<file path="config.mk">
export PLATFORM = sky130hd
export DESIGN_NAME = sprite_cmd_writer
export DESIGN_NICKNAME = d
export VERILOG_FILES = /design/src/rtl/sprite_cmd_writer.sv
export SDC_FILE = /design/constraint.sdc
export NUM_CORES = 1
export LEC_CHECK = 0
export CORE_UTILIZATION = 45
export DETAILED_ROUTE_END_ITERATION = 12
export SLEW_MARGIN = 20
export SYNTH_ARGS = -nofsm -noshare
export SYNTH_HDL_FRONTEND = slang
export SYNTH_SLANG_ARGS = --single-unit
</file>
<file path="constraint.sdc">
create_clock -name clk -period 8.7 [get_ports clk]
set_input_delay 2.61 -clock clk [delete_from_list [all_inputs] [get_ports clk]]
set_output_delay 2.61 -clock clk [all_outputs]
set_load 0.02 [all_outputs]
</file>
<file path="src/rtl/sprite_cmd_writer.sv">
// Sprite command FIFO: buffers Avalon command writes and releases them to the PPU during vblank.
// Optional SPRITE_CMD_OVF_CNT_EN adds a saturating dropped-command counter on ovf_count.
module sprite_cmd_writer #(
    parameter int unsigned FIFO_DEPTH   = 16,
    parameter int unsigned VBLANK_START = 480
) (
    input  logic                          clk,
    input  logic                          reset,
    input  logic                          chipselect,
    input  logic                          write,
    input  logic [31:0]                   writedata,
    input  logic [2:0]                    address,
    input  logic [9:0]                    hcount,
    input  logic [9:0]                    vcount,
    output logic                          ppu_write,
    output logic [31:0]                   ppu_writedata,
    output logic [2:0]                    ppu_address,
    output logic [$clog2(FIFO_DEPTH):0]   fifo_count,
`ifdef SPRITE_CMD_OVF_CNT_EN
    output logic [7:0]                    ovf_count,
`endif
    output logic                          overflow
);

    localparam int unsigned AW = $clog2(FIFO_DEPTH);
    localparam int unsigned CW = AW + 1;
    localparam logic [9:0]  VblankLine = 10'(VBLANK_START);

    typedef enum logic [1:0] {StIdle, StDrain, StDone} state_e;

    state_e         state_q, state_d;
    logic [34:0]    mem_q [FIFO_DEPTH];
    logic [AW-1:0]  wr_ptr_q, rd_ptr_q;
    logic [CW-1:0]  count_q;
    logic           overflow_q;
    logic           ppu_write_q;
    logic [31:0]    ppu_writedata_q;
    logic [2:0]     ppu_address_q;
    logic           empty, full, push_req, push, pop, drop, blank_over;

    always_comb begin
        empty      = (count_q == '0);
        full       = (count_q == CW'(FIFO_DEPTH));
        push_req   = chipselect && write;
        pop        = (state_q == StDrain) && !empty;
        // A pop in the same cycle frees the slot, so a push into a full FIFO still succeeds.
        push       = push_req && (!full || pop);
        drop       = push_req && full && !pop;
        blank_over = (vcount < VblankLine);

        state_d = state_q;
        unique case (state_q)
            StIdle:  if (vcount == VblankLine && hcount == 10'd0) state_d = StDrain;
            StDrain: begin
                if (blank_over)           state_d = StIdle;
                else if (empty && !push)  state_d = StDone;
            end
            StDone:  if (blank_over) state_d = StIdle;
            default: state_d = StIdle;
        endcase
    end

    // Storage is not reset; occupancy is governed solely by the pointers and count.
    always_ff @(posedge clk) begin
        if (!reset && push) mem_q[wr_ptr_q] <= {address, writedata};
    end

    always_ff @(posedge clk) begin
        if (reset) begin
            state_q         <= StIdle;
            wr_ptr_q        <= '0;
            rd_ptr_q        <= '0;
            count_q         <= '0;
            overflow_q      <= 1'b0;
            ppu_write_q     <= 1'b0;
            ppu_writedata_q <= '0;
            ppu_address_q   <= '0;
        end else begin
            state_q     <= state_d;
            ppu_write_q <= pop;
            count_q     <= count_q + CW'(push) - CW'(pop);
            if (push) wr_ptr_q <= wr_ptr_q + AW'(1);
            if (pop) begin
                rd_ptr_q                         <= rd_ptr_q + AW'(1);
                {ppu_address_q, ppu_writedata_q} <= mem_q[rd_ptr_q];
            end
            if (drop) overflow_q <= 1'b1;
        end
    end

`ifdef SPRITE_CMD_OVF_CNT_EN
    logic [7:0] ovf_count_q;

    always_ff @(posedge clk) begin
        if (reset)                              ovf_count_q <= '0;
        else if (drop && ovf_count_q != 8'hff)  ovf_count_q <= ovf_count_q + 8'd1;
    end

    assign ovf_count = ovf_count_q;
`endif

    assign ppu_write     = ppu_write_q;
    assign ppu_writedata = ppu_writedata_q;
    assign ppu_address   = ppu_address_q;
    assign fifo_count    = count_q;
    assign overflow      = overflow_q;

endmodule
</file>
==> reports/metrics.yaml, run 1 <==
arrival_ns: 5.36
place_hpwl_um: 26700
final-hold-violation-count: 0
first_pass_iters: 7
grt_pass1_wl_um: 71600
syn-num-nets: 1126
htree_levels: 2
slew_violations: 0
tns_ns: 0
p_sw_share_pct: 19.9
utilization_pct: 52.8
antenna_cells: 0
area_growth_pct: 16.0
power.leakage_nw: 8.13
drive_above_1_share_pct: 25.1
clock_latency_ns: 0.61
gr-total-overflow: 0
crit_fanout: 10
cts_max_path_buffers: 3
power.share.clock_pct: 42.1
die_y_um: 229
cts_setup_buffers: 0
power.switching_mw: 1.18
synth_area_leaders: "edfxtp_1 72%, mux4_2 14%, dfxtp_1 4.5%"
drt_wl_total_um: 47200
cts-root-buf: "clkbuf_16"
cts.repair.resized: 0
grtUsageTotal_pct: 18.4
cts_tree: "built"
postRouteAntennaNets: 0
num_vias: 10600
critPathRequiredTime_ns: 9.25
syn_inst: 1055
whs_ns: 0.491
dp.cells: 1803
maxSlewHeadroom_pct: 28.4
wl_per_cell_um: 24.7
status: "completed"
die_w_um: 229
seq_power_share_pct: 54.8
seq_area_frac_synth_pct: 76.7
worst_pin_slew_ns: 1.07
synth_cell_types: 49
pre_cts_ws_ns: 3.25
syn_area_mm2: 0.0233
die-area_mm2: 0.0527
synth-seq-cells: 612
cap_viol_max_count: 0
finalSetupViolCount: 0
cts.sinks: 612
via_per_inst: 5.54
synth_flop_cell: "edfxtp_1"
gp_congestion: 0.716
period_minus_slack_ns: 4.81
fin_cells: 1913
ctsHoldBuffers: 0
p_int_mw: 4.74
fin_nets: 1255
num_rows: 83
yosysWarnings: 0
worstSetupPathType: "in2reg"
pwr_density_cell_mw_per_mm2: 219
synth_area_leader_cell: "edfxtp_1"
port_buffers: 100
crit_path_end_kind: "flop"
finClkSkew_ns: 0.0139
crit_path_start_kind: "primary input"
initial_core_util_pct: 45.5
path_clk_slew_ns: 0.07
fmax_ghz: 0.208
comb_power_share_pct: 3.1
drtIter0Drc: 941
route.detailed.drc: 0
worst_slack_ns: 3.89
hp-class: "reg2reg"
rsz0062_at_grt: "no"
synth-edff-count: 560
antenna_found_initial: 0
core_area_mm2: 0.0512
peakVddDrop_mv: 0.143
first_global_vias: 11400
min_period_over_period_pct: 55.3
numCtsBuffers: 59
grt_max_degree: 89
ios: 101
async_flop_share_pct: 0
yosys.area.top_type_share_pct: 72.2
syn_area_per_cell_um2: 22.1
synthesized netlist by cell type, drive strengths merged (3+ instances only):
master	n
edfxtp	560
mux4	140
dfxtp	52
buf	39
o21ai	37
mux2i	36
a22oi	35
mux2	35
nor2	26
clkbuf	14
ha	11
inv	9
a21oi	6
nand2	6
xnor2	6
and3	4
nor2b	4
nand3	3
nor3	3
nor4	3
xor2	3
power by group through the flow:
stage	logic, mW	clock network, mW	registers [mW]
final	0.184	2.49	3.24
after global routing	0.203	2.65	3.24
after CTS	0.188	2.54	3.24
after detailed placement	0.187	0	3.30
after global placement	0.185	0	3.30
after floorplan	0.0793	0	3.31
cell usage in the layout (no fill, tap or decap), drive strengths merged, types with 3 or more instances in the layout:
cell type and count:
a21oi 6, a22oi 35, and3 4, buf 21, clkbuf 93, clkdlybuf4s50 100
clkinv 14, dfxtp 52, edfxtp 560, ha 11, inv 9, mux2 35
mux2i 36, mux4 140, nand2 6, nand3 3, nor2 26, nor2b 4
nor3 3, nor4 3, o21ai 37, xnor2 6, xor2 3
logic make-up (layout without fill, tap and decap cells):
group                      after synthesis  in the layout  synth area share (%)
muxes                                  211            211                  16.8
buffers and inverters                   62            240                  1.59
adders and majority gates               12             12                 0.677
xor gates and xnor gates                 9              9                 0.339
and+or+nand+nor                         64             64                  1.53
DFF                                    612            612                  76.7
AOI/OAI and AO/OA                       85             85                  2.39
cell type report:
| type | count | area [µm²] |
|---|---|---|
| Fill cell | 3925 | 24200 |
| Clock buffer | 93 | 1750 |
| Clock inverter | 17 | 155 |
| Timing Repair Buffer | 121 | 1190 |
| Sequential cell | 612 | 17900 |
| Tap cell | 680 | 851 |
| Multi-Input combinational cell | 381 | 5170 |
| Inverter | 9 | 33.8 |
worst paths after layout:
path,from,to,slack (ns),cells after the start
min,overflow,overflow,0.49,2
max reg2reg,rd_ptr_q[0],ppu_writedata[13],5.29,6
max,chipselect,fifo_count[4],3.89,12
min reg2reg,overflow,overflow,0.49,2
stage by stage:
step | cell area [µm²] | total power, mW
2_1_floorplan | 23300 | 3.38
3_3_place_gp | 25100 | 3.49
3_5_place_dp | 25100 | 3.49
4_1_cts | 27000 | 5.97
5_1_grt | 27000 | 6.10
6_report | 27000 | 5.92
worst max-delay path: stages:
cell             delay [ns]
clkdlybuf4s50_1        0.47
nand2_1                0.13
a31oi_2                0.43
inv_1                  0.09
ha_1                   0.29
inv_1                  0.04
ha_1                   0.20
fa_1                   0.43
a21oi_1                0.14
nor2_1                 0.06
or3_1                  0.33
a21oi_1                0.14
state kept, by name (all words and copies together), names as in the netlist:
signal,cells
mem_q,560
ppu_writedata,32
fifo_count,5
rd_ptr_q,4
wr_ptr_q,4
ppu_address,3
state_q,2
overflow,1
ppu_write,1
metal layers:
layer	GRT usage [%]	routed length [µm]
met4	4.52	867
met2	30.6	23600
met1	25.2	20800
met5	0	0
met3	3.11	1910
Power figures use the tool's default switching activity.
==> run 2: changes to the inputs <==
==> constraint.sdc (replaced) <==
create_clock -name clk -period 4.8 [get_ports clk]
set_input_delay 1.44 -clock clk [delete_from_list [all_inputs] [get_ports clk]]
set_output_delay 1.44 -clock clk [all_outputs]
set_load 0.02 [all_outputs]
==> run 2 against run 1 <==
Net effect: clock skew rose by 0.0011 ns; setup slack worse by 2.6 ns; count of clock-buffer cells in the layout is 17 lower; flip-flop and latch count stayed put; cell count rose by 0.94%; sequential share of layout area down 0.71 points; via count grew 1.8%; final area increased by 1.1%; die area stayed put; sequential power up 81%; hold slack got worse by 0.017 ns; largest cell class unchanged; largest power group unchanged.
==> reports/metrics.yaml, run 2 (synthesized netlist as in run 1, its figures left out) <==
status: "completed"
die-area_mm2: 0.0527  # unchanged
path_clk_slew_ns: 0.06  # about the same
period_minus_slack_ns: 3.52
gp_congestion: 0.705  # -1.5%
htree_levels: 2  # unchanged
dp.cells: 1818  # +0.83%
wl_per_cell_um: 25.1  # +1.6%
largest_register_ffs: 560  # unchanged
cp_top_family: "adder cells"
first_pass_iters: 5  # -2
cts.sinks: 612  # unchanged
ios: 101  # unchanged
cp_num_buf_inv: 4  # +1
grtUsageMet1_pct: 26.2  # +1.1 points
crit_slowest_cell: "clkdlybuf4s50_1"
busiest_layer: "met2"
multi_input_area_mm2: 0.00517  # about the same
arrival_ns: 4.05  # -1.31 ns
crit_path_end_kind: "flop"
slowest_delay_ns: 0.47  # about the same
die_y_um: 229  # unchanged
min_period_over_period_pct: 73.4
drt_wl_total_um: 48400  # +2.5%
via_per_inst: 5.59  # +0.81%
antenna_found_initial: 1  # +1
grt_pass1_wl_um: 73200  # +2.3%
holdPathEnd: "overflow"
maxSlewHeadroom_pct: 23.3  # -5.1 points
drive_above_1_share_pct: 26.1  # +1.0 points
fin_cells: 1931  # +0.94%
gr-total-overflow: 0  # unchanged
tns_ns: 0  # unchanged
cts_max_path_buffers: 3  # unchanged
postLayoutCellArea_mm2: 0.0273  # +1.1%
port_buffers: 100  # unchanged
gr-usage-met2_pct: 30.7  # +0.057 points
numCtsBuffers: 60  # +1.7%
worstSetupPathType: "in2reg"
worst_pin_slew_ns: 1.15  # +0.0760 ns
regMostFlops: "mem_q"
r2r-end: "fifo_count[4]"
power.share.clock_pct: 43.1  # +1.0 points
finClkSkew_ns: 0.0151  # +0.00115 ns
comb_power_share_pct: 3.0  # about the same
cp_cell_sequence: "clkdlybuf4s50_1, nand2_1, a31oi_2, buf_4, inv_1, ha_1, inv_1, ha_1, fa_1, a21oi_1, nor2_1, or3_1, a21oi_1"
slew_violations: 0  # unchanged
first_global_vias: 11600  # +1.7%
crit_fanout: 10  # unchanged
layout_common_cells: "560 x edfxtp_1, 140 x mux4_2, 100 x clkdlybuf4s50_1"
cts_tree: "built"
critPathRequiredTime_ns: 5.33  # -3.92 ns
hold_depth: 2  # unchanged
grt.met3_usage_pct: 3.64  # +0.52 points
power.leakage_nw: 8.27  # +1.7%
grt_max_degree: 64  # -28%
regToRegStartpoint: "fifo_count[3]"
hp-class: "reg2reg"
finalSetupViolCount: 0  # unchanged
fmax_ghz: 0.284
area_growth_pct: 17.3
cts-root-buf: "clkbuf_16"
peakVddDrop_mv: 0.331  # +130%
drtIter0Drc: 827  # -12%
cts.repair.resized: 0  # unchanged
critPathLaunch: "chipselect"
final_common_cell: "edfxtp_1"
reg2reg_slack_ns: 1.72  # -3.57 ns
route.detailed.drc: 0  # unchanged
power.switching_mw: 2.17  # +84%
core_area_mm2: 0.0512  # unchanged
ff2ff_path_depth: 14  # +8
antenna_cells: 0  # unchanged
initial_core_util_pct: 45.5  # unchanged
holdCritStartpoint: "overflow"
place_area_mm2: 0.0254  # +0.97%
postRouteAntennaNets: 0  # unchanged
ff_latch_area_mm2: 0.0179  # unchanged
whs_ns: 0.474  # -0.0167 ns
p_sw_share_pct: 19.9  # about the same
p_int_mw: 8.73  # +84%
cts_setup_buffers: 0  # unchanged
cap_viol_max_count: 0  # unchanged
seq_power_share_pct: 53.9  # -0.9 points
grtUsageTotal_pct: 18.8  # +0.48 points
clock_latency_ns: 0.62  # about the same
utilization_pct: 53.4  # +0.58 points
crit_path_start_kind: "primary input"
die_w_um: 229  # unchanged
rsz0062_at_grt: "no"
fin_nets: 1271  # +1.3%
final-hold-violation-count: 0  # unchanged
num_rows: 83  # unchanged
place_hpwl_um: 26400  # -0.98%
fillers: 3946  # +0.54%
ctsHoldBuffers: 0  # unchanged
num_vias: 10800  # +1.8%
pwr_density_cell_mw_per_mm2: 399  # +82%
-- run 2: per-stage QoR --
step	power [mW]	setup WS, ns
after floorplan	6.13	0.849
after global placement	6.31	0.641
after detailed placement	6.32	0.655
after CTS	11.0	1.31
after global routing	11.2	1.08
final	10.9	1.28
-- run 2: worst max-delay path by stage --
stage                          to  slack (ns)  cells past startpoint
global placement    fifo_count[4]        0.64                     13
detailed placement  fifo_count[4]        0.66                     13
global route        fifo_count[4]        1.08                     13
CTS                 fifo_count[4]        1.31                     13
floorplan            mem_q[12][0]        0.85                      4
finish              fifo_count[4]        1.28                     13
-- run 2: routing by layer --
metal / vias to the layer above / wire, µm
met4: 0 / 815
met2: 224 / 23800
met5: - / 0
met1: 5793 / 21500
li1: 4719 / -
met3: 54 / 2240
-- run 2: final cells by class --
| class | count | share of cell area (%) |
|---|---|---|
| clock buffer | 76 | 5.75 |
| clock inverter | 37 | 1.44 |
| inverter | 9 | 0.124 |
| multi-input combinational | 381 | 18.9 |
| sequential | 612 | 65.4 |
| tap | 680 | 3.11 |
| timing repair buffer | 136 | 5.25 |
-- run 2: worst register-to-register path, cell delays in order, from the launching register on --
cell and delay (ns):
dfxtp_1 0.34, inv_1 0.09, ha_1 0.19, nor3b_1 0.51
a31oi_2 0.16, buf_4 0.20, inv_1 0.06, ha_1 0.12
inv_1 0.04, ha_1 0.20, fa_1 0.43, a21oi_1 0.14
nor2_1 0.06, or3_1 0.34, a21oi_1 0.14
-- run 2: power groups by stage --
stage	sequential (mW)	combinational, mW	clock [mW]
after floorplan	5.99	0.144	0
after global placement	5.99	0.327	0
after detailed placement	5.99	0.330	0
after CTS	5.87	0.332	4.80
after global routing	5.88	0.360	4.99
final	5.87	0.327	4.70
